$ cat config.mk
export PLATFORM = sky130hd
export DESIGN_NAME = mult_div_unit
export DESIGN_NICKNAME = d
export VERILOG_FILES = /design/src/rtl/mult_div_unit_pkg.sv /design/src/rtl/mdu_divider_core.sv /design/src/rtl/mult_div_unit.sv
export SDC_FILE = /design/constraint.sdc
export NUM_CORES = 1
export LEC_CHECK = 0
export BUFFER_PORTS_ARGS = -buffer_cell sky130_fd_sc_hd__buf_2
export CAP_MARGIN = 20
export CORE_ASPECT_RATIO = 0.8
export CORE_MARGIN = 10
export CORE_UTILIZATION = 50
export CTS_CLUSTER_SIZE = 20
export DETAILED_ROUTE_END_ITERATION = 6
export GPL_ROUTABILITY_DRIVEN = 1
export PLACE_DENSITY = 0.64
export SYNTH_ARGS = -nofsm -noshare
export SYNTH_HDL_FRONTEND = slang
export SYNTH_SLANG_ARGS = --single-unit
$ cat constraint.sdc
create_clock -name clk -period 15.1 [get_ports clk]
set_clock_uncertainty 0.05 [all_clocks]
set_input_delay 3.02 -clock clk [delete_from_list [all_inputs] [get_ports clk]]
set_output_delay 3.02 -clock clk [all_outputs]
set_load 0.05 [all_outputs]
$ cat src/rtl/mult_div_unit_pkg.sv
// Shared definitions for the multiply/divide unit: op encodings, FSM states, op decode helpers.
// The control unit imports the same package so both sides agree on the op field.
package mult_div_unit_pkg;

    typedef enum logic [2:0] {
        MDU_NOP   = 3'b000,
        MDU_MULT  = 3'b001,
        MDU_MULTU = 3'b010,
        MDU_DIV   = 3'b011,
        MDU_DIVU  = 3'b100,
        MDU_MTHI  = 3'b101,
        MDU_MTLO  = 3'b110,
        MDU_NOP7  = 3'b111
    } mdu_op_e;

    typedef enum logic [1:0] {
        ST_IDLE = 2'b00,
        ST_CALC = 2'b01,
        ST_FIX  = 2'b10
    } mdu_state_e;

    function automatic logic mdu_is_iter(input logic [2:0] op);
        case (op)
            MDU_MULT, MDU_MULTU, MDU_DIV, MDU_DIVU: return 1'b1;
            default:                                return 1'b0;
        endcase
    endfunction

    function automatic logic mdu_is_signed(input logic [2:0] op);
        case (op)
            MDU_MULT, MDU_DIV: return 1'b1;
            default:           return 1'b0;
        endcase
    endfunction

    function automatic logic mdu_is_mul(input logic [2:0] op);
        case (op)
            MDU_MULT, MDU_MULTU: return 1'b1;
            default:             return 1'b0;
        endcase
    endfunction

endpackage

$ cat src/rtl/mdu_divider_core.sv
// Unsigned restoring divider: one quotient bit per step, plus the shared iteration counter.
// The quotient register starts as the dividend and shifts quotient bits in from the right.
module mdu_divider_core #(
    parameter int WIDTH = 32
) (
    input  logic             clk,
    input  logic             reset,
    input  logic             load,
    input  logic             step,
    input  logic [WIDTH-1:0] dividend,
    input  logic [WIDTH-1:0] divisor,
    output logic [WIDTH-1:0] quotient,
    output logic [WIDTH-1:0] remainder,
    output logic             last
);

    localparam int CW = $clog2(WIDTH);
    localparam logic [CW-1:0] CNT_ONE = {{(CW-1){1'b0}}, 1'b1};

    logic [WIDTH-1:0] quot_r;
    logic [WIDTH-1:0] rem_r;
    logic [WIDTH-1:0] div_r;
    logic [CW-1:0]    count_r;
    logic [WIDTH:0]   shifted_s;
    logic             ge_s;
    logic [WIDTH-1:0] rem_next_s;

    // Trial subtraction on the WIDTH+1 bit partial remainder.
    always_comb begin
        shifted_s = {rem_r, quot_r[WIDTH-1]};
        ge_s      = (shifted_s >= {1'b0, div_r});
        if (ge_s) begin
            rem_next_s = shifted_s[WIDTH-1:0] - div_r;
        end else begin
            rem_next_s = shifted_s[WIDTH-1:0];
        end
    end

    // Divide step registers and iteration counter.
    always_ff @(posedge clk or posedge reset) begin
        if (reset) begin
            quot_r  <= {WIDTH{1'b0}};
            rem_r   <= {WIDTH{1'b0}};
            div_r   <= {WIDTH{1'b0}};
            count_r <= {CW{1'b0}};
        end else if (load) begin
            quot_r  <= dividend;
            rem_r   <= {WIDTH{1'b0}};
            div_r   <= divisor;
            count_r <= CW'(WIDTH - 1);
        end else if (step) begin
            quot_r <= {quot_r[WIDTH-2:0], ge_s};
            rem_r  <= rem_next_s;
            if (count_r != {CW{1'b0}}) begin
                count_r <= count_r - CNT_ONE;
            end
        end
    end

    assign quotient  = quot_r;
    assign remainder = rem_r;
    assign last      = (count_r == {CW{1'b0}});

endmodule

$ cat src/rtl/mult_div_unit.sv
// Multi-cycle MULT/MULTU/DIV/DIVU unit with HI/LO registers for the execute stage.
// Multiply and sign fix-up live here; magnitudes go through WIDTH iterations then one FIX cycle.
module mult_div_unit
    import mult_div_unit_pkg::*;
#(
    parameter int WIDTH = 32
) (
    input  logic             clk,
    input  logic             reset,
    input  logic             start,
    input  logic [2:0]       op,
    input  logic [WIDTH-1:0] srca,
    input  logic [WIDTH-1:0] srcb,
    output logic             busy,
    output logic             done,
    output logic             stall,
    output logic [WIDTH-1:0] hi,
    output logic [WIDTH-1:0] lo
);

    mdu_state_e         state_r, state_nxt_s;
    logic               busy_r, done_r;
    logic [WIDTH-1:0]   hi_r, lo_r;
    logic               is_mul_r, neg_lo_r, neg_hi_r, div_zero_r;
    logic [WIDTH-1:0]   a_raw_r, mcand_r;
    logic [2*WIDTH-1:0] prod_r;

    logic               accept_s, iter_go_s, a_neg_s, b_neg_s, last_s;
    logic [WIDTH-1:0]   a_mag_s, b_mag_s, quot_s, rem_s;
    logic [WIDTH:0]     mul_sum_s;
    logic [2*WIDTH-1:0] prod_fix_s;
    logic [WIDTH-1:0]   hi_fix_s, lo_fix_s;

    assign accept_s  = start & ~busy_r;
    assign iter_go_s = accept_s & mdu_is_iter(op);
    assign a_neg_s   = mdu_is_signed(op) & srca[WIDTH-1];
    assign b_neg_s   = mdu_is_signed(op) & srcb[WIDTH-1];
    // The most negative value negates to itself, which is its correct unsigned magnitude.
    assign a_mag_s   = a_neg_s ? -srca : srca;
    assign b_mag_s   = b_neg_s ? -srcb : srcb;

    mdu_divider_core #(.WIDTH(WIDTH)) u_div (
        .clk       (clk),
        .reset     (reset),
        .load      (iter_go_s),
        .step      (state_r == ST_CALC),
        .dividend  (a_mag_s),
        .divisor   (b_mag_s),
        .quotient  (quot_s),
        .remainder (rem_s),
        .last      (last_s)
    );

    // FSM next state.
    always_comb begin
        state_nxt_s = state_r;
        case (state_r)
            ST_IDLE: if (iter_go_s) state_nxt_s = ST_CALC; else state_nxt_s = ST_IDLE;
            ST_CALC: if (last_s)    state_nxt_s = ST_FIX;  else state_nxt_s = ST_CALC;
            ST_FIX:  state_nxt_s = ST_IDLE;
            default: state_nxt_s = ST_IDLE;
        endcase
    end

    // FSM state and registered status flags.
    always_ff @(posedge clk or posedge reset) begin
        if (reset) begin
            state_r <= ST_IDLE;
            busy_r  <= 1'b0;
            done_r  <= 1'b0;
        end else begin
            state_r <= state_nxt_s;
            busy_r  <= (state_nxt_s != ST_IDLE);
            done_r  <= (state_r == ST_FIX);
        end
    end

    // One shift-add step: conditionally add the multiplicand into the upper half.
    always_comb begin
        if (prod_r[0]) begin
            mul_sum_s = {1'b0, prod_r[2*WIDTH-1:WIDTH]} + {1'b0, mcand_r};
        end else begin
            mul_sum_s = {1'b0, prod_r[2*WIDTH-1:WIDTH]};
        end
    end

    // Operand capture at accept and multiply product register.
    always_ff @(posedge clk or posedge reset) begin
        if (reset) begin
            is_mul_r   <= 1'b0;
            neg_lo_r   <= 1'b0;
            neg_hi_r   <= 1'b0;
            div_zero_r <= 1'b0;
            a_raw_r    <= {WIDTH{1'b0}};
            mcand_r    <= {WIDTH{1'b0}};
            prod_r     <= {(2*WIDTH){1'b0}};
        end else if (iter_go_s) begin
            is_mul_r   <= mdu_is_mul(op);
            neg_lo_r   <= a_neg_s ^ b_neg_s;
            neg_hi_r   <= a_neg_s & ~mdu_is_mul(op);
            div_zero_r <= (srcb == {WIDTH{1'b0}}) & ~mdu_is_mul(op);
            a_raw_r    <= srca;
            mcand_r    <= a_mag_s;
            prod_r     <= {{WIDTH{1'b0}}, b_mag_s};
        end else if (state_r == ST_CALC) begin
            prod_r <= {mul_sum_s, prod_r[WIDTH-1:1]};
        end
    end

    // Sign fix-up applied in FIX; divide-by-zero bypasses it entirely.
    always_comb begin
        prod_fix_s = neg_lo_r ? -prod_r : prod_r;
        if (is_mul_r) begin
            hi_fix_s = prod_fix_s[2*WIDTH-1:WIDTH];
            lo_fix_s = prod_fix_s[WIDTH-1:0];
        end else if (div_zero_r) begin
            hi_fix_s = a_raw_r;
            lo_fix_s = {WIDTH{1'b1}};
        end else begin
            hi_fix_s = neg_hi_r ? -rem_s : rem_s;
            lo_fix_s = neg_lo_r ? -quot_s : quot_s;
        end
    end

    // HI/LO: written by MTHI/MTLO at accept or by iterative ops leaving FIX.
    always_ff @(posedge clk or posedge reset) begin
        if (reset) begin
            hi_r <= {WIDTH{1'b0}};
            lo_r <= {WIDTH{1'b0}};
        end else if (state_r == ST_FIX) begin
            hi_r <= hi_fix_s;
            lo_r <= lo_fix_s;
        end else if (accept_s) begin
            case (op)
                MDU_MTHI: hi_r <= srca;
                MDU_MTLO: lo_r <= srca;
                default:  begin end
            endcase
        end
    end

    assign busy  = busy_r;
    assign done  = done_r;
    assign stall = busy_r & start;
    assign hi    = hi_r;
    assign lo    = lo_r;

endmodule

==> metrics.txt, run 1 <==
# TYPE chip_impl_metric gauge
chip_impl_info{name="rsz0062_at_grt",value="no"} 1
chip_impl_metric{name="synth.yosys.seq_area_share",unit="%"} 36.02
chip_impl_metric{name="synth_cell_type_count",unit=""} 72
chip_impl_metric{name="floorplan.core_area",unit="µm²"} 40880
chip_impl_metric{name="cts.htree.levels",unit=""} 2
chip_impl_metric{name="clk_pin_slew",unit="ns"} 0.06
chip_impl_metric{name="power.share.switching",unit="%"} 50.36
chip_impl_metric{name="internal_power",unit="µW"} 3120
chip_impl_info{name="postSynth.topFlopCell",value="sky130_fd_sc_hd__dfrtp_1"} 1
chip_impl_metric{name="max_freq",unit="MHz"} 152.9
chip_impl_metric{name="floorplan.rows",unit=""} 66
chip_impl_metric{name="power_switching",unit="µW"} 3165
chip_impl_metric{name="detail_route.vias_per_cell",unit=""} 6.330
chip_impl_metric{name="final_core_util",unit="%"} 56.30
chip_impl_metric{name="insertion_delay_of_the_later_clocked_pin_in_the_worst_skew_pair",unit="ns"} 0.54
chip_impl_metric{name="clock_power_share",unit="%"} 14.3
chip_impl_info{name="layout_commonest_cell",value="sky130_fd_sc_hd__nand2_1"} 1
chip_impl_metric{name="cts_hold_buf",unit=""} 0
chip_impl_metric{name="syn-num-nets",unit=""} 2679
chip_impl_metric{name="post_synth_edffs",unit=""} 0
chip_impl_metric{name="netlist_area",unit="µm²"} 20840
chip_impl_metric{name="grt_first_pass_wirelength",unit="µm"} 114500
chip_impl_metric{name="async_set_or_reset_flop_fraction_in_the_synthesized_netlist",unit="%"} 100.0
chip_impl_metric{name="cts-buffers-inserted",unit=""} 34
chip_impl_metric{name="power_leakage",unit="µW"} 0.009610
chip_impl_info{name="min_path_type",value="flop to flop"} 1
chip_impl_metric{name="clock_sink_count",unit=""} 300
chip_impl_metric{name="ant_nets",unit=""} 0
chip_impl_metric{name="die_x",unit="µm"} 248.3
chip_impl_metric{name="drt-pass1-iter-count",unit=""} 6
chip_impl_metric{name="met2_length",unit="µm"} 31310
chip_impl_metric{name="power_density",unit="nW/µm²"} 273.1
chip_impl_metric{name="layout_min_cycle_time",unit="ns"} 6.539
chip_impl_metric{name="post_cts_buffers",unit=""} 0
chip_impl_metric{name="worst_ep_arrival_time",unit="ns"} 3.47
chip_impl_metric{name="syn_area_per_cell",unit="µm²"} 8.219
chip_impl_metric{name="drt_iter0_drc",unit=""} 2316
chip_impl_metric{name="synth_seq_cells",unit=""} 300
chip_impl_metric{name="cts_resized",unit=""} 0
chip_impl_metric{name="finalMaxSlewViolations",unit=""} 0
chip_impl_metric{name="timing.critical_path.required",unit="ns"} 12.03
chip_impl_metric{name="globalRoute.totalOverflow",unit=""} 0
chip_impl_metric{name="share_comb_of_total_power",unit="%"} 57.9
chip_impl_info{name="mostFrequentLayoutCells",value="sky130_fd_sc_hd__nand2_1, sky130_fd_sc_hd__dfrtp_1, sky130_fd_sc_hd__a21oi_1, sky130_fd_sc_hd__o21ai_0, sky130_fd_sc_hd__nor2_1"} 1
chip_impl_info{name="status",value="complete, no violations"} 1
chip_impl_metric{name="dp_hpwl",unit="µm"} 54750
chip_impl_metric{name="wl_met1",unit="µm"} 33870
chip_impl_metric{name="yosysWarningCount",unit=""} 0
chip_impl_metric{name="slew-limit-headroom",unit="%"} 29.89
chip_impl_metric{name="seq_power_share",unit="%"} 27.9
chip_impl_metric{name="timing.max_cap.violations",unit=""} 0
chip_impl_info{name="worst_setup_path_end_kind",value="output pin"} 1
chip_impl_metric{name="antenna_violations_before_repair",unit=""} 3
chip_impl_metric{name="area.growth.synth_to_final",unit="%"} 10.42
chip_impl_metric{name="fin_tns_setup",unit="ns"} 0
chip_impl_metric{name="post-route-drc-count",unit=""} 0
chip_impl_metric{name="die_height",unit="µm"} 202.6
chip_impl_info{name="cts_tree",value="done"} 1
chip_impl_info{name="ctsRootBufferMaster",value="sky130_fd_sc_hd__clkbuf_16"} 1
chip_impl_metric{name="largest_net_degree_at_the_start_of_global_routing",unit=""} 111
chip_impl_metric{name="initial_core_util",unit="%"} 50.99
chip_impl_metric{name="number_of_ports_placed_on_the_die_boundary",unit=""} 137
chip_impl_metric{name="wl_per_cell",unit="µm"} 23.99
chip_impl_metric{name="critical_path.max_fanout",unit=""} 2
chip_impl_metric{name="port_bufs",unit=""} 136
chip_impl_metric{name="floorplan.die_area",unit="µm²"} 50300
chip_impl_metric{name="worst_ir_drop_vdd",unit="mV"} 0.1885
chip_impl_metric{name="synth_cells",unit=""} 2536
chip_impl_metric{name="count_of_final_hold_check_violations",unit=""} 0
chip_impl_metric{name="nets",unit=""} 2709
chip_impl_metric{name="total_number_of_vias",unit=""} 19860
chip_impl_metric{name="routed-wl-met3",unit="µm"} 7957
chip_impl_metric{name="grt_util_all_layers",unit="%"} 29.19
chip_impl_metric{name="cts_buffer_depth",unit=""} 3
chip_impl_info{name="top_layer",value="met5"} 1
chip_impl_metric{name="layout-drive-gt1-share",unit="%"} 10.15
chip_impl_metric{name="layout_worst_path_cycle_share",unit="%"} 43.30
chip_impl_metric{name="worst_slew_pin_slew",unit="ns"} 1.052
chip_impl_metric{name="vias_in_the_first_global_route",unit=""} 18550
chip_impl_info{name="path_class",value="input pin to output pin"} 1
chip_impl_info{name="critical_path.startpoint_type",value="input pin"} 1
chip_impl_metric{name="gp_congestion",unit=""} 0.9632
chip_impl_metric{name="setup_viol",unit=""} 0
chip_impl_metric{name="totalWireLength",unit="µm"} 75280
-- stage by stage --
stage | hold slack, ns | setup slack, ns | area [µm²] | cells | power (µW)
after floorplan | 0.3901 | 3.741 | 20840 | 2536 | 4307
after global routing | 0.4418 | 8.538 | 23010 | 3138 | 6748
final | 0.4276 | 8.561 | 23010 | 3138 | 6286
after CTS | 0.4253 | 8.554 | 23010 | 3136 | 6222
after global placement | 0.4026 | 8.469 | 21820 | 3074 | 5237
after detailed placement | 0.4103 | 8.431 | 21820 | 3074 | 5303
-- metal layers --
layer | up-vias | global-route usage, %
met5 | - | 0
met4 | 2 | 8.321
met3 | 110 | 7.347
met2 | 962 | 40.69
met1 | 9698 | 43.35
li1 | 9092 | -
-- worst paths after layout --
path,endpoint,depth (start not counted),slack (ns),from
max in group asynchronous,a_raw_r[7],5,9.43,reset
min,a_raw_r[15],2,0.43,a_raw_r[15]
min reg2reg,a_raw_r[15],2,0.43,a_raw_r[15]
max,stall,3,8.56,start
min in group asynchronous,u_div.remainder[25],2,2.52,reset
max reg2reg,u_div.remainder[17],10,10.57,u_div.remainder[9]
-- worst max-delay path: stages --
cell and delay [ns]:
sky130_fd_sc_hd__buf_2 0.08, sky130_fd_sc_hd__and2_1 0.11, sky130_fd_sc_hd__buf_2 0.26
-- sequential cells by signal, indices dropped and copies added (netlist names), 2 cells and up --
name	flops
hi	32
u_div.quotient	32
lo	32
prod_r	64
u_div.count_r	5
a_raw_r	32
mcand_r	31
u_div.remainder	32
state_r	2
u_div.div_r	32
-- layout make-up --
class | count | area [µm²]
timing repair buffer | 160 | 860.8
fill | 3792 | 17860
antenna | 2 | 5.005
sequential | 300 | 7512
tap | 544 | 680.7
inverter | 69 | 266.5
clock buffer | 50 | 1011
clock inverter | 12 | 178.9
multi-input combinational | 2001 | 12500
-- power groups by stage --
stage / Sequential (µW) / Clock, µW / Combinational, µW
after floorplan: 1820 / 0 / 2490
after global placement: 1720 / 0 / 3510
after detailed placement: 1730 / 0 / 3570
after CTS: 1730 / 901 / 3590
after global routing: 1790 / 942 / 4010
final: 1750 / 897 / 3640
-- cells in the mapped netlist, drive strengths merged, types with 4 or more instances --
master  instances  area, µm²
o211ai         10      75.07
and2           12      75.07
xnor2         128       1121
mux2i          83      830.8
a311oi          4      35.03
or4            19      146.4
a221o          30      300.3
a211o           4      35.03
dfrtp         300       7507
nand3b          4      30.03
o21ai         197      989.7
or3            25      161.4
o21a            9      67.56
o31ai          45      337.8
o22ai           9      56.30
nand2         376       1414
nor3b           4      30.03
mux2           14      157.7
inv            68      255.2
nand4          18      112.6
a21oi         268       1341
a21boi          5      37.54
nor2b          13      81.33
nor3           40      205.2
o31a            5      43.79
a211oi         39      292.8
ha             71      888.4
buf            16      62.56
o21bai          9      67.56
o41ai          23      209.0
or2             8      50.05
nor2          185      694.4
a41oi           7      61.31
xor2          108      945.9
nand3          37      185.2
a21o           30      225.2
clkbuf        150      563.0
a31oi          28      175.2
nor4           15      100.1
nand2b         13      81.33
and3           71      444.2
-- kinds of logic (layout without fill, tap and decap cells) --
logic type	Yosys count	count (layout)	share of synthesized area [%]
mux	97	97	4.742
buf+inv	235	291	4.244
simple gates	851	851	18.80
compound gates	744	744	21.83
xor+xnor	236	236	9.917
other cells	0	2	0
fa+ha+maj	73	73	4.454
flops	300	300	36.02
Power figures use the tool's default switching activity.
==> run 2, diff against run 1 <==
- ABC_AREA: not set -> 1
- PLACE_DENSITY: 0.64 -> 0.63
- clock period: 15.1 -> 6.3 ns (I/O delays scaled with it)
==> run 2 against run 1 <==
Setup slack lost 6.2 ns. Clock power grew 140%. Combinational power rose to 3.3 times the previous value. Die area grew 15%. Final cell count increased by 49%. Register-to-register slack got worse by 8.0 ns. Design area is 16% higher. Sequential share of layout area is 4.5 points lower. Utilization decreased by 1.1 points. Total power increased to 2.9 times the previous value. Non-clock buffer count increased by 4. Largest cell class unchanged. Largest power group unchanged.
==> metrics.txt, run 2 <==
# TYPE chip_impl_metric gauge
chip_impl_info{name="status",value="complete, no violations"} 1
chip_impl_metric{name="slew-limit-headroom",unit="%"} 29.54
chip_impl_metric{name="total_number_of_vias",unit=""} 27300
chip_impl_metric{name="cts-buffers-inserted",unit=""} 36
chip_impl_metric{name="final_core_util",unit="%"} 55.19
chip_impl_info{name="rsz0062_at_grt",value="no"} 1
chip_impl_info{name="post_synth_main_area_contributors",value="sky130_fd_sc_hd__dfrtp_1, sky130_fd_sc_hd__nand2_1, sky130_fd_sc_hd__nand3_1, sky130_fd_sc_hd__inv_1, sky130_fd_sc_hd__o21ai_0"} 1
chip_impl_info{name="yosys.area.top_type",value="sky130_fd_sc_hd__dfrtp_1"} 1
chip_impl_metric{name="globalRoute.totalOverflow",unit=""} 0
chip_impl_info{name="crit_path_cell_trace",value="buf_2 -> inv_1 -> nor2_1 -> nand2_1 -> clkinv_1 -> nand2_1 -> nand2_1 -> nor2_1 -> nand2_1 -> nand3_1 -> nand3_1"} 1
chip_impl_metric{name="ant_nets",unit=""} 0
chip_impl_metric{name="share_of_synthesized_area_spent_on_multiplexers",unit="%"} 0
chip_impl_info{name="largest_register",value="prod_r"} 1
chip_impl_metric{name="syn-num-nets",unit=""} 4096
chip_impl_metric{name="fillers",unit=""} 5030
chip_impl_metric{name="post-route-drc-count",unit=""} 0
chip_impl_metric{name="synth_seq_cells",unit=""} 300
chip_impl_info{name="critical_path.startpoint_type",value="input pin"} 1
chip_impl_metric{name="finalMaxSlewViolations",unit=""} 0
chip_impl_metric{name="number_of_ports_placed_on_the_die_boundary",unit=""} 137
chip_impl_metric{name="cts_buffer_depth",unit=""} 3
chip_impl_metric{name="detail_route.vias_per_cell",unit=""} 5.850
chip_impl_metric{name="dp_hpwl",unit="µm"} 84960
chip_impl_info{name="synth_top_family_by_area",value="simple AND/OR/NAND/NOR gates"} 1
chip_impl_info{name="worst_setup_path_end_kind",value="flop"} 1
chip_impl_metric{name="clock_sink_count",unit=""} 300
chip_impl_metric{name="timing.critical_path.required",unit="ns"} 6.67
chip_impl_metric{name="layout_min_cycle_time",unit="ns"} 3.960
chip_impl_metric{name="largest_register_ff_count",unit=""} 64
chip_impl_metric{name="drt-pass1-iter-count",unit=""} 7
chip_impl_metric{name="cts_hold_buf",unit=""} 0
chip_impl_metric{name="count_of_final_hold_check_violations",unit=""} 0
chip_impl_metric{name="initial_core_util",unit="%"} 50.52
chip_impl_metric{name="die_height",unit="µm"} 217.6
chip_impl_metric{name="gp_congestion",unit=""} 1.025
chip_impl_metric{name="yosysWarningCount",unit=""} 0
chip_impl_metric{name="synth_largest_type_area_fraction",unit="%"} 30.78
chip_impl_metric{name="layout-drive-gt1-share",unit="%"} 7.953
chip_impl_metric{name="fin_tns_setup",unit="ns"} 0
chip_impl_metric{name="floorplan.die_area",unit="µm²"} 58070
chip_impl_metric{name="cp.buffers_inverters",unit=""} 3
chip_impl_info{name="layout_commonest_cell",value="sky130_fd_sc_hd__nand2_1"} 1
chip_impl_metric{name="worst_ir_drop_vdd",unit="mV"} 0.3696
chip_impl_metric{name="synth-simple-area-share",unit="%"} 38.84
chip_impl_metric{name="antenna_violations_before_repair",unit=""} 2
chip_impl_metric{name="dpl_worst_slack",unit="ns"} 1.865
chip_impl_metric{name="nets",unit=""} 4155
chip_impl_metric{name="floorplan.rows",unit=""} 72
chip_impl_metric{name="synth_cells",unit=""} 3953
chip_impl_metric{name="post-route-worst-setup-slack",unit="ns"} 2.340
chip_impl_metric{name="area.growth.synth_to_final",unit="%"} 9.259
chip_impl_metric{name="totalPowerFinal",unit="µW"} 18240
chip_impl_metric{name="cts_resized",unit=""} 0
chip_impl_metric{name="worst_ep_arrival_time",unit="ns"} 4.33
chip_impl_metric{name="hold_ws",unit="ns"} 0.4285
chip_impl_metric{name="synth.yosys.seq_area_share",unit="%"} 30.78
chip_impl_metric{name="clk_pin_slew",unit="ns"} 0.06
chip_impl_metric{name="die_x",unit="µm"} 266.9
chip_impl_info{name="min_path_type",value="flop to flop"} 1
chip_impl_metric{name="timing.max_cap.violations",unit=""} 0
chip_impl_metric{name="cts.htree.levels",unit=""} 2
chip_impl_info{name="postSynth.topFlopCell",value="sky130_fd_sc_hd__dfrtp_1"} 1
chip_impl_info{name="crit_slowest_cell",value="sky130_fd_sc_hd__clkinv_1"} 1
chip_impl_metric{name="power_leakage",unit="µW"} 0.01385
chip_impl_metric{name="netlist_area",unit="µm²"} 24390
chip_impl_metric{name="area_share_of_fa_ha_maj_cells_after_synthesis",unit="%"} 3.806
chip_impl_info{name="ctsRootBufferMaster",value="sky130_fd_sc_hd__clkbuf_16"} 1
chip_impl_metric{name="syn_area_per_cell",unit="µm²"} 6.171
chip_impl_info{name="mostFrequentLayoutCells",value="sky130_fd_sc_hd__nand2_1, sky130_fd_sc_hd__inv_1, sky130_fd_sc_hd__nand3_1, sky130_fd_sc_hd__nor2_1, sky130_fd_sc_hd__o21ai_0"} 1
chip_impl_metric{name="totalWireLength",unit="µm"} 107400
chip_impl_metric{name="cpPeakStageDelay",unit="ns"} 1.05
chip_impl_metric{name="fraction_of_the_mapped_netlist_area_in_compound_gates",unit="%"} 14.91
chip_impl_metric{name="vias_in_the_first_global_route",unit=""} 24110
chip_impl_metric{name="drt_iter0_drc",unit=""} 3866
chip_impl_info{name="post-synth-top-count-cell",value="sky130_fd_sc_hd__nand2_1"} 1
chip_impl_metric{name="largest_net_degree_at_the_start_of_global_routing",unit=""} 130
chip_impl_metric{name="post_cts_buffers",unit=""} 0
chip_impl_info{name="cp_common_cell",value="sky130_fd_sc_hd__nand2_1"} 1
chip_impl_metric{name="grt_first_pass_wirelength",unit="µm"} 158200
chip_impl_metric{name="power_density",unit="nW/µm²"} 684.2
chip_impl_info{name="path_class",value="input pin to flop"} 1
chip_impl_metric{name="worst_slew_pin_slew",unit="ns"} 1.050
chip_impl_metric{name="max_freq",unit="MHz"} 252.5
chip_impl_metric{name="wl_per_cell",unit="µm"} 23.02
chip_impl_metric{name="async_set_or_reset_flop_fraction_in_the_synthesized_netlist",unit="%"} 100.0
chip_impl_metric{name="synth_cell_type_count",unit=""} 54
chip_impl_metric{name="layout_worst_path_cycle_share",unit="%"} 62.85
chip_impl_metric{name="port_bufs",unit=""} 136
chip_impl_metric{name="setup_viol",unit=""} 0
chip_impl_metric{name="insertion_delay_of_the_later_clocked_pin_in_the_worst_skew_pair",unit="ns"} 0.58
chip_impl_info{name="cts_tree",value="done"} 1
chip_impl_metric{name="grt_util_all_layers",unit="%"} 36.12
chip_impl_info{name="synth_common_cells",value="sky130_fd_sc_hd__nand2_1, sky130_fd_sc_hd__inv_1, sky130_fd_sc_hd__nand3_1, sky130_fd_sc_hd__nor2_1, sky130_fd_sc_hd__o21ai_0"} 1
chip_impl_info{name="critPathTopFamily",value="simple AND/OR/NAND/NOR gates"} 1
chip_impl_metric{name="critical_path.max_fanout",unit=""} 35
chip_impl_metric{name="post_synth_edffs",unit=""} 0
chip_impl_metric{name="synth-xor-area-share",unit="%"} 0.9695
chip_impl_metric{name="floorplan.core_area",unit="µm²"} 48290
## run 2: changes by cell type in the layout (fill, tap and decap cells not counted), sizes merged, moves of 36 or more
cell / change
o21ai: +174
xor2: -95
a21oi: -77
nand3: +415
xnor2: -114
o31ai: -36
mux2i: -83
and3: -71
a211oi: -38
nor2: +243
nand2: +872
inv: +437
## run 2: tightest hold or removal path, stage by stage, from the launching register on
cell,delay [ns]
sky130_fd_sc_hd__dfrtp_1,0.33
sky130_fd_sc_hd__nand2_1,0.05
sky130_fd_sc_hd__o21ai_0,0.06
## run 2: logic make-up (layout without fill, tap and decap cells)
family	count (synthesis)	in the layout
and+or+nand+nor	2233	2233
xor gates and xnor gates	27	27
other	0	2
DFF	300	300
adders and majority gates	73	73
AOI/OAI and AO/OA	666	666
buffers and inverters	654	737
## run 2: cell type report
type / count / area, µm² / area share [%]
antenna: 2 / 5.005 / 0.01878
clock buffer: 45 / 994.7 / 3.732
multi-input combinational: 2999 / 14300 / 53.65
sequential: 300 / 7510 / 28.18
tap: 629 / 787.0 / 2.953
clock inverter: 17 / 186.4 / 0.6995
timing repair buffer: 164 / 948.4 / 3.559
inverter: 511 / 1922 / 7.211
## run 2: layer usage
layer / vias to the layer above / track usage (%) / share of wire, % / wire (µm)
met5: - / 0 / 0 / 0
met4: 0 / 7.602 / 1.9 / 2038
met3: 123 / 15.26 / 16 / 16820
met2: 1561 / 45.78 / 37 / 39510
met1: 12720 / 54.62 / 46 / 49080
li1: 12900 / - / - / -
## run 2: final timing paths
kind,startpoint,end,slack (ns),cells past startpoint
worst max-delay path,op[0],u_div.quotient[28],2.34,11
worst min-delay path,a_raw_r[5],a_raw_r[5],0.43,2
max in group asynchronous,reset,prod_r[50],4.01,4
worst min register to register,a_raw_r[5],a_raw_r[5],0.43,2
worst max register to register,prod_r[0],hi[10],2.53,13
min in group asynchronous,reset,u_div.div_r[5],0.82,3
## run 2: per-stage QoR
step | std cells | cell area [µm²]
2_1_floorplan | 3953 | 24400
3_3_place_gp | 4601 | 25420
3_5_place_dp | 4601 | 25420
4_1_cts | 4663 | 26600
5_1_grt | 4666 | 26650
6_report | 4667 | 26650
## run 2: power by group
part           leakage [µW]  switching, µW  internal (µW)
Combinational       0.00968           8690           3340
Sequential          0.00359           1150           2890
Clock              0.000580            910           1250
